<file path="src/rtl/param_stream_fifo_if.sv">
// Stream FIFO bus: requests and write data in, head word and status out.
// The master side drives requests; the FIFO itself takes the slave side.
interface param_stream_fifo_if #(
    parameter int WIDTH = 8,
    parameter int DEPTH = 8
);
    localparam int CW = $clog2(DEPTH + 1);

    // Requests toward the FIFO
    logic             i_Flush;
    logic [WIDTH-1:0] i_Data;
    logic             i_Append_Now;
    logic             i_Shift_Now;
    logic             i_Clear_Errors;

    // Status and head word from the FIFO
    logic [WIDTH-1:0] o_Data;
    logic             o_Empty;
    logic             o_Full;
    logic             o_Almost_Full;
    logic [CW-1:0]    o_Count;
    logic [CW-1:0]    o_Free_Space;
    logic             o_Overflow;
    logic             o_Underflow;

    modport master (
        output i_Flush, i_Data, i_Append_Now, i_Shift_Now, i_Clear_Errors,
        input  o_Data, o_Empty, o_Full, o_Almost_Full, o_Count, o_Free_Space,
               o_Overflow, o_Underflow
    );

    modport slave (
        input  i_Flush, i_Data, i_Append_Now, i_Shift_Now, i_Clear_Errors,
        output o_Data, o_Empty, o_Full, o_Almost_Full, o_Count, o_Free_Space,
               o_Overflow, o_Underflow
    );
endinterface

</file>
<file path="src/rtl/param_stream_fifo.sv">
// First-word-fall-through FIFO with arbitrary depth, occupancy/free-space
// outputs, almost-full flag, synchronous flush and sticky error flags.
// Every output is derived from registered state only.
module param_stream_fifo #(
    parameter int WIDTH             = 8,
    parameter int DEPTH             = 8,
    parameter int ALMOST_FULL_LEVEL = 6
) (
    input  logic              i_Clk,
    input  logic              i_Rst_L,
    param_stream_fifo_if.slave bus
);
    localparam int CW = $clog2(DEPTH + 1);
    localparam int PW = (DEPTH > 1) ? $clog2(DEPTH) : 1;

    localparam logic [CW-1:0] DEPTH_C    = CW'(DEPTH);
    localparam logic [CW-1:0] ALMOST_C   = CW'(ALMOST_FULL_LEVEL);
    localparam logic [PW-1:0] LAST_PTR_C = PW'(DEPTH - 1);

    // Storage is deliberately not reset; contents are only meaningful
    // between the read and write pointers.
    logic [WIDTH-1:0] mem [DEPTH];

    logic [PW-1:0] wr_ptr_reg, wr_ptr_next;
    logic [PW-1:0] rd_ptr_reg, rd_ptr_next;
    logic [CW-1:0] count_reg, count_next;
    logic          overflow_reg, overflow_next;
    logic          underflow_reg, underflow_next;

    logic is_empty;
    logic is_full;
    logic append_ok;
    logic shift_ok;
    logic overflow_evt;
    logic underflow_evt;

    // Pointer advance with explicit wrap so non-power-of-two depths work.
    function automatic logic [PW-1:0] ptr_inc(input logic [PW-1:0] p);
        return (p == LAST_PTR_C) ? '0 : p + 1'b1;
    endfunction

    // Decide what this cycle's requests do, based on pre-edge occupancy.
    always_comb begin
        is_empty = (count_reg == '0);
        is_full  = (count_reg == DEPTH_C);

        // A shift frees the slot a same-cycle append needs when full.
        shift_ok  = bus.i_Shift_Now  && !is_empty && !bus.i_Flush;
        append_ok = bus.i_Append_Now && !bus.i_Flush &&
                    (!is_full || bus.i_Shift_Now);

        // Flush suppresses error reporting for that cycle's requests.
        overflow_evt  = bus.i_Append_Now && !bus.i_Flush &&
                        is_full && !bus.i_Shift_Now;
        underflow_evt = bus.i_Shift_Now && !bus.i_Flush && is_empty;
    end

    // Next pointers, occupancy and sticky flags.
    always_comb begin
        wr_ptr_next    = wr_ptr_reg;
        rd_ptr_next    = rd_ptr_reg;
        count_next     = count_reg;
        overflow_next  = overflow_reg;
        underflow_next = underflow_reg;

        if (bus.i_Flush) begin
            wr_ptr_next = '0;
            rd_ptr_next = '0;
            count_next  = '0;
        end else begin
            if (append_ok) begin
                wr_ptr_next = ptr_inc(wr_ptr_reg);
            end
            if (shift_ok) begin
                rd_ptr_next = ptr_inc(rd_ptr_reg);
            end
            case ({append_ok, shift_ok})
                2'b10:   count_next = count_reg + 1'b1;
                2'b01:   count_next = count_reg - 1'b1;
                default: count_next = count_reg;
            endcase
        end

        // A new error event in the same cycle outranks the clear.
        if (bus.i_Clear_Errors) begin
            overflow_next  = 1'b0;
            underflow_next = 1'b0;
        end
        if (overflow_evt) begin
            overflow_next = 1'b1;
        end
        if (underflow_evt) begin
            underflow_next = 1'b1;
        end
    end

    // Control state with asynchronous active-low reset.
    always_ff @(posedge i_Clk or negedge i_Rst_L) begin
        if (!i_Rst_L) begin
            wr_ptr_reg    <= '0;
            rd_ptr_reg    <= '0;
            count_reg     <= '0;
            overflow_reg  <= 1'b0;
            underflow_reg <= 1'b0;
        end else begin
            wr_ptr_reg    <= wr_ptr_next;
            rd_ptr_reg    <= rd_ptr_next;
            count_reg     <= count_next;
            overflow_reg  <= overflow_next;
            underflow_reg <= underflow_next;
        end
    end

    // Write accepted words into storage.
    always_ff @(posedge i_Clk) begin
        if (append_ok) begin
            mem[wr_ptr_reg] <= bus.i_Data;
        end
    end

    // Head word falls through; forced to zero when nothing is stored.
    assign bus.o_Data        = is_empty ? '0 : mem[rd_ptr_reg];
    assign bus.o_Empty       = is_empty;
    assign bus.o_Full        = is_full;
    assign bus.o_Almost_Full = (count_reg >= ALMOST_C);
    assign bus.o_Count       = count_reg;
    assign bus.o_Free_Space  = DEPTH_C - count_reg;
    assign bus.o_Overflow    = overflow_reg;
    assign bus.o_Underflow   = underflow_reg;

endmodule
</file>
<file path="src/flat_wrapper.sv">
// flat-port wrapper written by rule: the top's interface ports become plain ports
module param_stream_fifo_flat 
#(
    parameter int WIDTH             = 8,
    parameter int DEPTH             = 8,
    parameter int ALMOST_FULL_LEVEL = 6
)
  (i_Clk, i_Rst_L, bus_i_Flush, bus_i_Data, bus_i_Append_Now, bus_i_Shift_Now, bus_i_Clear_Errors, bus_o_Data, bus_o_Empty, bus_o_Full, bus_o_Almost_Full, bus_o_Count, bus_o_Free_Space, bus_o_Overflow, bus_o_Underflow);
  param_stream_fifo_if #(.WIDTH(WIDTH), .DEPTH(DEPTH)) bus_i ();
  input  logic i_Clk;
  input  logic i_Rst_L;
  input wire logic [$bits(bus_i.i_Flush)-1:0] bus_i_Flush;
  input wire logic [$bits(bus_i.i_Data)-1:0] bus_i_Data;
  input wire logic [$bits(bus_i.i_Append_Now)-1:0] bus_i_Append_Now;
  input wire logic [$bits(bus_i.i_Shift_Now)-1:0] bus_i_Shift_Now;
  input wire logic [$bits(bus_i.i_Clear_Errors)-1:0] bus_i_Clear_Errors;
  output wire logic [$bits(bus_i.o_Data)-1:0] bus_o_Data;
  output wire logic [$bits(bus_i.o_Empty)-1:0] bus_o_Empty;
  output wire logic [$bits(bus_i.o_Full)-1:0] bus_o_Full;
  output wire logic [$bits(bus_i.o_Almost_Full)-1:0] bus_o_Almost_Full;
  output wire logic [$bits(bus_i.o_Count)-1:0] bus_o_Count;
  output wire logic [$bits(bus_i.o_Free_Space)-1:0] bus_o_Free_Space;
  output wire logic [$bits(bus_i.o_Overflow)-1:0] bus_o_Overflow;
  output wire logic [$bits(bus_i.o_Underflow)-1:0] bus_o_Underflow;
  assign bus_i.i_Flush = bus_i_Flush;
  assign bus_i.i_Data = bus_i_Data;
  assign bus_i.i_Append_Now = bus_i_Append_Now;
  assign bus_i.i_Shift_Now = bus_i_Shift_Now;
  assign bus_i.i_Clear_Errors = bus_i_Clear_Errors;
  assign bus_o_Data = bus_i.o_Data;
  assign bus_o_Empty = bus_i.o_Empty;
  assign bus_o_Full = bus_i.o_Full;
  assign bus_o_Almost_Full = bus_i.o_Almost_Full;
  assign bus_o_Count = bus_i.o_Count;
  assign bus_o_Free_Space = bus_i.o_Free_Space;
  assign bus_o_Overflow = bus_i.o_Overflow;
  assign bus_o_Underflow = bus_i.o_Underflow;
  param_stream_fifo #(.WIDTH(WIDTH), .DEPTH(DEPTH), .ALMOST_FULL_LEVEL(ALMOST_FULL_LEVEL)) u_core (.i_Clk(i_Clk), .i_Rst_L(i_Rst_L), .bus(bus_i));
endmodule
</file>
<file path="config.mk">
export PLATFORM = sky130hd
export DESIGN_NAME = param_stream_fifo_flat
export DESIGN_NICKNAME = d
export VERILOG_FILES = /design/src/rtl/param_stream_fifo_if.sv /design/src/rtl/param_stream_fifo.sv /design/src/flat_wrapper.sv
export SDC_FILE = /design/constraint.sdc
export NUM_CORES = 1
export LEC_CHECK = 0
export ABC_AREA = 1
export BUFFER_PORTS_ARGS = -buffer_cell sky130_fd_sc_hd__clkbuf_2
export CORE_MARGIN = 5
export CORE_UTILIZATION = 36
export DETAILED_ROUTE_END_ITERATION = 8
export GPL_ROUTABILITY_DRIVEN = 0
export SYNTH_ARGS = -nofsm -noshare
export SYNTH_HDL_FRONTEND = slang
export SYNTH_SLANG_ARGS = --single-unit
</file>
<file path="constraint.sdc">
create_clock -name i_Clk -period 1.9 [get_ports i_Clk]
set_clock_uncertainty 0.15 [all_clocks]
set_input_delay 0.285 -clock i_Clk [delete_from_list [all_inputs] [get_ports i_Clk]]
set_output_delay 0.285 -clock i_Clk [all_outputs]
set_load 0.02 [all_outputs]
</file>
# After elaboration in Yosys (flattened, before gate mapping)
# Memory sizes are Yosys's and may differ from the RTL's.
# Cells that the tools add are included.
word_totals:
  register_bits: 12
  ram_bits: 64
  memories: 1
  word_cells: 50
  inputBits: 14
  output_inout_bits: 21
classes:
  reduce_logical: 19
  n_lt_le_gt_ge: 1
  eq_ne: 5
  add_sub_neg: 5
  mux: 14
mem_list:
  columns: ["memory", "words", "width", "rd", "rd_clocked_by_memory_dff", "wr", "line_no", "rtl"]
  rows:
  - ["u_core.mem", 8, 8, 1, 0, 1, "param_stream_fifo.sv:22", "logic [WIDTH-1:0] mem [DEPTH];"]
ops:
  columns: ["cell", "count"]
  rows:
  - ["3-bit 2-to-1 mux", 6]
  - ["1-bit logical AND", 8]
  - ["8-bit 2-to-1 mux", 1]
  - ["4-bit case mux with 2 select lines", 1]
  - ["2-bit nonzero test", 4]
  - ["3-bit by 1-bit adder with 3-bit output (second input constant)", 2]
  - ["3-bit equality test (second input constant)", 2]
  - ["1-bit 2-to-1 mux", 5]
  - ["4-bit by 1-bit adder with 4-bit output (second input constant)", 1]
  - ["4-bit equality test (second input constant)", 1]
  - ["4-bit by 3-bit greater-or-equal comparator with 1-bit output (second input constant)", 1]
  - ["1-bit logical NOT", 4]
  - ["4-bit logical NOT", 1]
  - ["4-bit 2-to-1 mux", 1]
  - ["4-bit by 1-bit subtractor with 4-bit output (second input constant)", 1]
  - ["4-bit subtractor (first input constant)", 1]
  - ["3-bit nonzero test", 1]
  - ["2-bit by 1-bit equality test with 1-bit output (second input constant)", 1]
  - ["2-bit equality test (second input constant)", 1]
  - ["1-bit logical OR", 1]

# Longest topological paths before layout
# Gate-level depths: netlist of run 1.
logic_depth:
  ltp_word: 7
  mapped_depth: 12
  mapped_depth_nobuf: 12

# Least setup slack after synthesis of run 1
# OpenSTA, ideal clock, no wires.
synth_timing:
  path_type: "flip-flop to flip-flop"
  start: "register u_core.count_reg[0], in the netlist u_core.bus.o_Count[0]"
  end: "memory u_core.mem[0][0] (enable)"
  setup_ns: 0.370
  path_stages_with_launch: 8
  n_path_buf: 0
  arrival_ns: 1.751
  period_less_slack_ns: 2.271
  required_time_ns: 1.380
  slack_ns: -0.371
  cell_sequence: "dfrtp_1 -> inv_1 -> ha_1 -> nand4_1 -> nand2_2 -> inv_1 -> nand2_1 -> nor2_1"
synth_via:
  elab_chain_cells: 6
synth_lines:
  columns: ["element", "line_no", "rtl"]
  rows:
  - ["from (decl)", "param_stream_fifo.sv:26", "logic [CW-1:0] count_reg, count_next;"]
  - ["from (signal assigned)", "param_stream_fifo.sv:108", "count_reg <= count_next;"]
  - ["4-bit equality test", "param_stream_fifo.sv:45", "is_full = (count_reg == DEPTH_C);"]
  - ["1-bit logical NOT", "param_stream_fifo.sv:50", "(!is_full || bus.i_Shift_Now);"]
  - ["1-bit logical OR", "param_stream_fifo.sv:50", null]
  - ["1-bit logical AND", "param_stream_fifo.sv:49", "append_ok = bus.i_Append_Now && !bus.i_Flush &&"]
  - ["1-bit 2-to-1 mux", "param_stream_fifo.sv:116", "if (append_ok) begin"]
  - ["1-bit 2-to-1 mux (implied by the code)", "param_stream_fifo.sv:117", "mem[wr_ptr_reg] <= bus.i_Data;"]
  - ["to (decl)", "param_stream_fifo.sv:22", null]
# No other way between the ends.

# Final worst setup path of run 1
layout_timing:
  start: "register u_core.rd_ptr_reg[0]"
  end: "output port bus_o_Data[1]"
layout_via:
  elab_chain_cells: 2
layout_lines:
  columns: ["element", "line_no", "rtl"]
  rows:
  - ["from (decl)", "param_stream_fifo.sv:25", "logic [PW-1:0] rd_ptr_reg, rd_ptr_next;"]
  - ["from (signal assigned)", "param_stream_fifo.sv:107", "rd_ptr_reg <= rd_ptr_next;"]
  - ["memory 8 x 8 bit", null, null]
  - ["8-bit 2-to-1 mux", "param_stream_fifo.sv:122", "assign bus.o_Data = is_empty ? '0 : mem[rd_ptr_reg];"]
  - ["to (decl)", "flat_wrapper.sv:17", "output wire logic [$bits(bus_i.o_Data)-1:0] bus_o_Data;"]
# No other way between the ends.

==> results of run 1 <==
## cells by family (layout without fill, tap and decap cells)
kind of cell / count (synthesis) / in the layout
AND/OR/NAND/NOR: 101 / 101
flip-flops: 76 / 76
AO/OA/AOI/OAI: 73 / 73
buffers and inverters: 35 / 117
adder cells (fa/ha/maj): 7 / 7
XOR/XNOR: 4 / 4
## metal layers
metal  wire length (um)  up-vias  part of all wire (%)
met5                  0        -                     0
met4                 59        0                  0.77
met3                324        7                   4.2
met2               3900       53                    51
met1               3400     1205                    44
li1                   -     1200                     -
## layout by cell type (no fill, tap or decap), types with 5 or more instances in the layout
cell type and count:
nor2_4 11, nor2_1 47, buf_4 26, o22ai_1 9
clkbuf_2 23, a31oi_1 7, o21ai_1 11, edfxtp_1 64
nand3_1 5, o21ai_0 37, buf_12 9, buf_6 13
clkbuf_8 11, inv_1 14, inv_2 6, nand2_1 20
dfrtp_1 10
## power by group
| part | switching (W) | internal, W | total [W] | leakage, nW |
|---|---|---|---|---|
| clock | 0.000633 | 0.000746 | 0.00138 | 0.106 |
| combinational | 0.00166 | 0.00131 | 0.00298 | 0.925 |
| sequential | 0.0000699 | 0.00189 | 0.00196 | 0.738 |
| total | 0.00236 | 0.00395 | 0.00632 | 1.77 |
## timing repair
item / 4_1_cts / 5_1_grt
endpoints found under the hold margin: 14 / 0
setup buffers: 8 / 5
endpoints found under the setup margin: 9 / 79
resized for setup: 26 / 52
hold buffers: 2 / 0
pin swaps: 4 / 9
## synthesized netlist by cell type (all sizes together)
library cell / instances / area share, %
edfxtp: 64 / 57
nor2: 62 / 7.4
o21ai: 52 / 7.8
nand2: 28 / 3.4
inv: 23 / 2.6
dfrtp: 12 / 9.0
o22ai: 11 / 2.2
a31oi: 8 / 1.5
ha: 7 / 2.6
nand3: 7 / 1.6
clkbuf: 6 / 0.67
buf: 5 / 0.82
nand4: 3 / 1.0
xor2: 3 / 0.78
a21oi: 1 / 0.49
clkinv: 1 / 0.15
nor3: 1 / 0.15
o32ai: 1 / 0.26
xnor2: 1 / 0.26
## critical path: stages, from the launching register on
cell,delay (ns)
dfrtp_1,0.40
buf_4,0.24
o21ai_0,0.12
o22ai_1,0.16
o21ai_0,0.09
a31oi_1,0.16
clkbuf_4,0.20
## worst max-delay path by stage
| stage | depth (start not counted) | to | slack, ns |
|---|---|---|---|
| 4_1_cts | 8 | bus_o_Data[0] | -0.30 |
| 3_3_place_gp | 7 | bus_o_Data[3] | 0.06 |
| 3_5_place_dp | 7 | bus_o_Data[3] | 0.009 |
| 6_report | 6 | bus_o_Data[1] | -0.26 |
| 5_1_grt | 6 | bus_o_Data[4] | -0.38 |
| 2_1_floorplan | 12 | u_core.bus.o_Count[2] | -0.03 |
## final cells by class
cell class / instances / share of cell area [%]
clock buffers: 9 / 2.72
clock inverters: 7 / 2.14
inverters: 24 / 2.17
multi-input cells: 185 / 25.7
flip-flops and latches: 76 / 48.8
well taps: 111 / 3.05
repair buffers: 77 / 15.4
## metrics by stage
step | setup TNS, ns | hold WS (ns) | util, % | power, W
6_report | -2.02 | 0.0662 | 49.8 | 0.00632
4_1_cts | -2.25 | 0.0392 | 47.4 | 0.00613
3_3_place_gp | 0 | 0.0478 | 43.5 | 0.00443
3_5_place_dp | 0 | 0.0557 | 43.5 | 0.00446
5_1_grt | -6.44 | 0.0510 | 49.8 | 0.00670
2_1_floorplan | -0.688 | -0.161 | - | 0.00355
==> impl_metrics.yaml, run 1 <==
placement:
  io_buffers: 34
  numPlacedInstances: 459
  dp_slack_ns: 0.00902
  placed_area_um2: 3980
  dp_hpwl_um: 5240
floorplan:
  num_rows: 35
  start_util_pct: 36.6
  io_pins: 35
  die_h_um: 107
  die_x_um: 107
  die-area_um2: 11300
  core_area_um2: 9150
timing:
  drv_slew: 0
  fin_crit_sh_pct: 114
  fin_ws_ns: -0.260
  hold_viol: 0
  post-route-min-period_ns: 2.16
  relSlewSlack_pct: 76.3
  grt_setup_unrepaired: "yes"
  finalSetupViolCount: 16
  worstMarginPinSlew_ns: 0.352
  fmax_ghz: 0.463
grt:
  grt.overflow.total: 0
  antenna_found_initial: 0
  met2_usage_pct: 23.8
  grt_max_degree: 19
  busiest_layer: "met2"
  grt_pass1_vias: 2536
  grt_use_total_pct: 14.2
  grt_pass1_wl_um: 12500
  met1_usage_pct: 18.3
  grtUsageMet3_pct: 4.13
status:
  status: "finished, violations left"
  violations: "setup timing"
detailed_routing:
  antenna_left: 0
  drc: 0
  dr.pass1.iters: 4
  vias: 2465
  post_drt_wl_per_cell_um: 15.7
  via_per_inst: 5.04
  drtIter0Drc: 121
  totalWireLength_um: 7690
synthesis:
  synth_fa_ha_area_share_pct: 2.61
  synthMuxAreaShare_pct: 0
  synth_area_um2: 3350
  yosysWarnings: 0
  synth_area_per_cell_um2: 11.3
  ys_ff_latch: 76
  yosys.area_share.simple_pct: 13.5
  synth_top_family_by_area: "simple AND/OR/NAND/NOR gates"
  synth_xor_area_share_pct: 1.04
  synth-compound-area-share_pct: 12.2
  yosysSeqAreaShare_pct: 66.3
  syn-num-nets: 317
  syn_inst: 296
  synthDistinctLibCells: 30
worst_setup_path:
  endpoint_kind: "primary output"
  crit_arrival_ns: 1.72
  reg2reg_depth: 12
  crit_path_start: "u_core.rd_ptr_reg[0]"
  startpoint_type: "flop"
  reg2reg_to: "u_core.bus.o_Count[2]"
  cp_max_fo: 18
  rrSetupSlack_ns: -0.10
  reg2reg_from: "u_core.bus.o_Count[1]"
  critPathKind: "reg2out"
  worstPathRequired_ns: 1.46
clock_tree:
  cts_max_level: 3
  cts_buffer_depth: 2
  clk_pin_slew_ns: 0.08
  cts_tree: "built"
  cts_sinks: 76
  clockRootBuffer: "clkbuf_8"
  clk_latency_ns: 0.35
  cts_buffers: 9
cells_and_area:
  largest_reg_flops: 64
  num-fill-cells: 800
  top_register: "u_core.mem"
  final_area_um2: 4560
  drive_above_1_share_pct: 37.6
  syn_to_final_growth_pct: 35.9
  multiInputGateArea_um2: 1170
  regArea_um2: 2220
  num_antenna_cells: 0
  final_cells: 489
  fin_nets: 394
power:
  power.density_nw_per_um2: 1390
  p_leak_nw: 1.77
  peakVddDrop_uv: 1060
hold_path:
  hold_class: "in2reg"
  hold_end: "u_core.mem[0][2]"
  whs_path_depth: 1
  min-delay-start: "bus_i_Data[2]"
run:
  max-cap-violations: 0
Power figures use the tool's default switching activity.
==> run 2: changes to the inputs <==
--- a/config.mk
+++ b/config.mk
@@ -14,3 +14,4 @@
 export SYNTH_ARGS = -nofsm -noshare
 export SYNTH_HDL_FRONTEND = slang
 export SYNTH_SLANG_ARGS = --single-unit
+export TNS_END_PERCENT = 20
==> run 2 against run 1 <==
The flow still finishes with violations (setup timing). Power down 2.7%. Clock-buffer cell count stayed put. Final area shrank 3.4%. Critical path depth up 1. Critical endpoint is now bus_o_Data[5]. Clock power about the same. Register-to-register slack better by 0.11 ns. Critical path type unchanged. Sequential power about the same.
==> impl_metrics.yaml, run 2 (synthesis results as in run 1) <==
worst_setup_path:
  path_cells: "buf_4, buf_6, o21ai_0, o22ai_1, o21ai_0, a31oi_1, clkbuf_4"
  cp_max_fo: 9
  critical_path.max_stage_delay_ns: 0.42
  crit_arrival_ns: 1.70
  path_common_cell: "o21ai_0"
  cpMaxStageDelayCell: "dfrtp_1"
  rrSetupSlack_ns: 0.01
  endpoint_kind: "primary output"
  startpoint_type: "flop"
  critPathKind: "reg2out"
  worstPathRequired_ns: 1.46
floorplan:
  die_h_um: 107
  num_rows: 35
  die_x_um: 107
  io_pins: 35
  die-area_um2: 11300
  start_util_pct: 36.6
  core_area_um2: 9150
cells_and_area:
  regArea_um2: 2220
  top_register: "u_core.mem"
  num-fill-cells: 819
  layout_common_cells: "edfxtp_1, nor2_1, o21ai_0, buf_4, clkbuf_2"
  num_antenna_cells: 0
  multiInputGateArea_um2: 1080
  syn_to_final_growth_pct: 31.2
  final_common_cell: "edfxtp_1"
  final_area_um2: 4400
  fin_nets: 389
  drive_above_1_share_pct: 35.7
  largest_reg_flops: 64
clock_tree:
  clockRootBuffer: "clkbuf_8"
  cts_buffers: 9
  cts_tree: "built"
  cts_max_level: 3
  clk_pin_slew_ns: 0.08
  cts_buffer_depth: 2
  cts_sinks: 76
  clk_latency_ns: 0.35
detailed_routing:
  drc: 0
  post_drt_wl_per_cell_um: 15.7
  dr.pass1.iters: 4
  via_per_inst: 5.00
  antenna_left: 0
  vias: 2422
  totalWireLength_um: 7600
  drtIter0Drc: 99
power:
  clkPwrFrac_pct: 22.6
  p_int_w: 0.00384
  power.density_nw_per_um2: 1400
  peakVddDrop_uv: 1020
  seqPwrFrac_pct: 32.0
  p_total_w: 0.00615
  pwr-share-comb_pct: 45.5
  p_sw_w: 0.00231
  swShare_pct: 37.6
  p_leak_nw: 1.71
grt:
  antenna_found_initial: 0
  grt_pass1_wl_um: 12400
  grt.overflow.total: 0
  grt_use_total_pct: 14.2
  grt_max_degree: 19
  grt_pass1_vias: 2510
status:
  status: "finished, violations left"
  violations: "setup timing"
timing:
  hold_viol: 0
  grt_setup_unrepaired: "yes"
  timing.hold.ws_ns: 0.0535
  tns_ns: -1.77
  fin_ws_ns: -0.233
  fin_crit_sh_pct: 112
  post-route-min-period_ns: 2.13
  drv_slew: 0
  relSlewSlack_pct: 75.4
  worstMarginPinSlew_ns: 0.365
  fmax_ghz: 0.469
  finalSetupViolCount: 8
hold_path:
  hold_class: "in2reg"
run:
  max-cap-violations: 0
placement:
  placed_area_um2: 3980
  io_buffers: 34
  dp_slack_ns: 0.00902
  dp_hpwl_um: 5240
[run 2: cell types whose count changed in the layout (fill, tap and decap cells not counted), sizes merged]
| cell | previous run | this run |
|---|---|---|
| clkbuf | 36 | 34 |
| buf | 48 | 45 |
[run 2: worst max-delay path: cells and delay by family (launching register included)]
kind | cells | cell delay, ns
buf+inv | 3 | 0.45
flops | 1 | 0.42
compound gates | 4 | 0.47
[run 2: power by group through the flow]
stage | Clock (W) | Combinational [W] | Sequential (W)
final | 0.00139 | 0.00280 | 0.00197
after global routing | 0.00149 | 0.00304 | 0.00198
after CTS | 0.00142 | 0.00269 | 0.00196
after detailed placement | 0 | 0.00246 | 0.00200
after global placement | 0 | 0.00244 | 0.00199
after floorplan | 0 | 0.00148 | 0.00208
[run 2: layer usage]
layer	vias up	GRT usage (%)	routed length, um
met2	49	23.7	3760
met3	7	4.13	319
met5	-	0	0
li1	1188	-	-
met4	0	3.29	63
met1	1178	18.2	3460
[run 2: through the flow]
step                      utilization, %  instances
final                               48.1        484
after global routing                48.1        484
after CTS                           47.2        484
after detailed placement            43.5        459
after global placement              43.5        459
after floorplan                        -        296
[run 2: what timing repair did]
| action | 4_1_cts | 5_1_grt |
|---|---|---|
| hold buffers | 2 | 0 |
| buffers inserted | 7 | 0 |
| setup endpoints to repair | 9 | 79 |
| gates resized for setup | 16 | 37 |
| pin swaps | 2 | 6 |
| hold endpoints to repair | 14 | 0 |
[run 2: worst paths after layout]
kind | endpoint | cells after the start | startpoint
min | u_core.bus.o_Overflow | 2 | bus_i_Flush
max | bus_o_Data[5] | 7 | u_core.rd_ptr_reg[1]
min in group asynchronous | u_core.bus.o_Underflow | 2 | i_Rst_L
min reg2reg | u_core.bus.o_Underflow | 2 | u_core.bus.o_Underflow
max in group asynchronous | u_core.bus.o_Count[1] | 2 | i_Rst_L
max reg2reg | u_core.bus.o_Count[2] | 10 | u_core.bus.o_Count[1]
[run 2: area by class of cell]
class | instances | share of cell area [%]
Clock buffer | 9 | 2.82
Clock inverter | 7 | 2.22
Inverter | 24 | 2.19
Multi-Input combinational cell | 185 | 24.5
Sequential cell | 76 | 50.6
Tap cell | 111 | 3.16
Timing Repair Buffer | 72 | 14.5
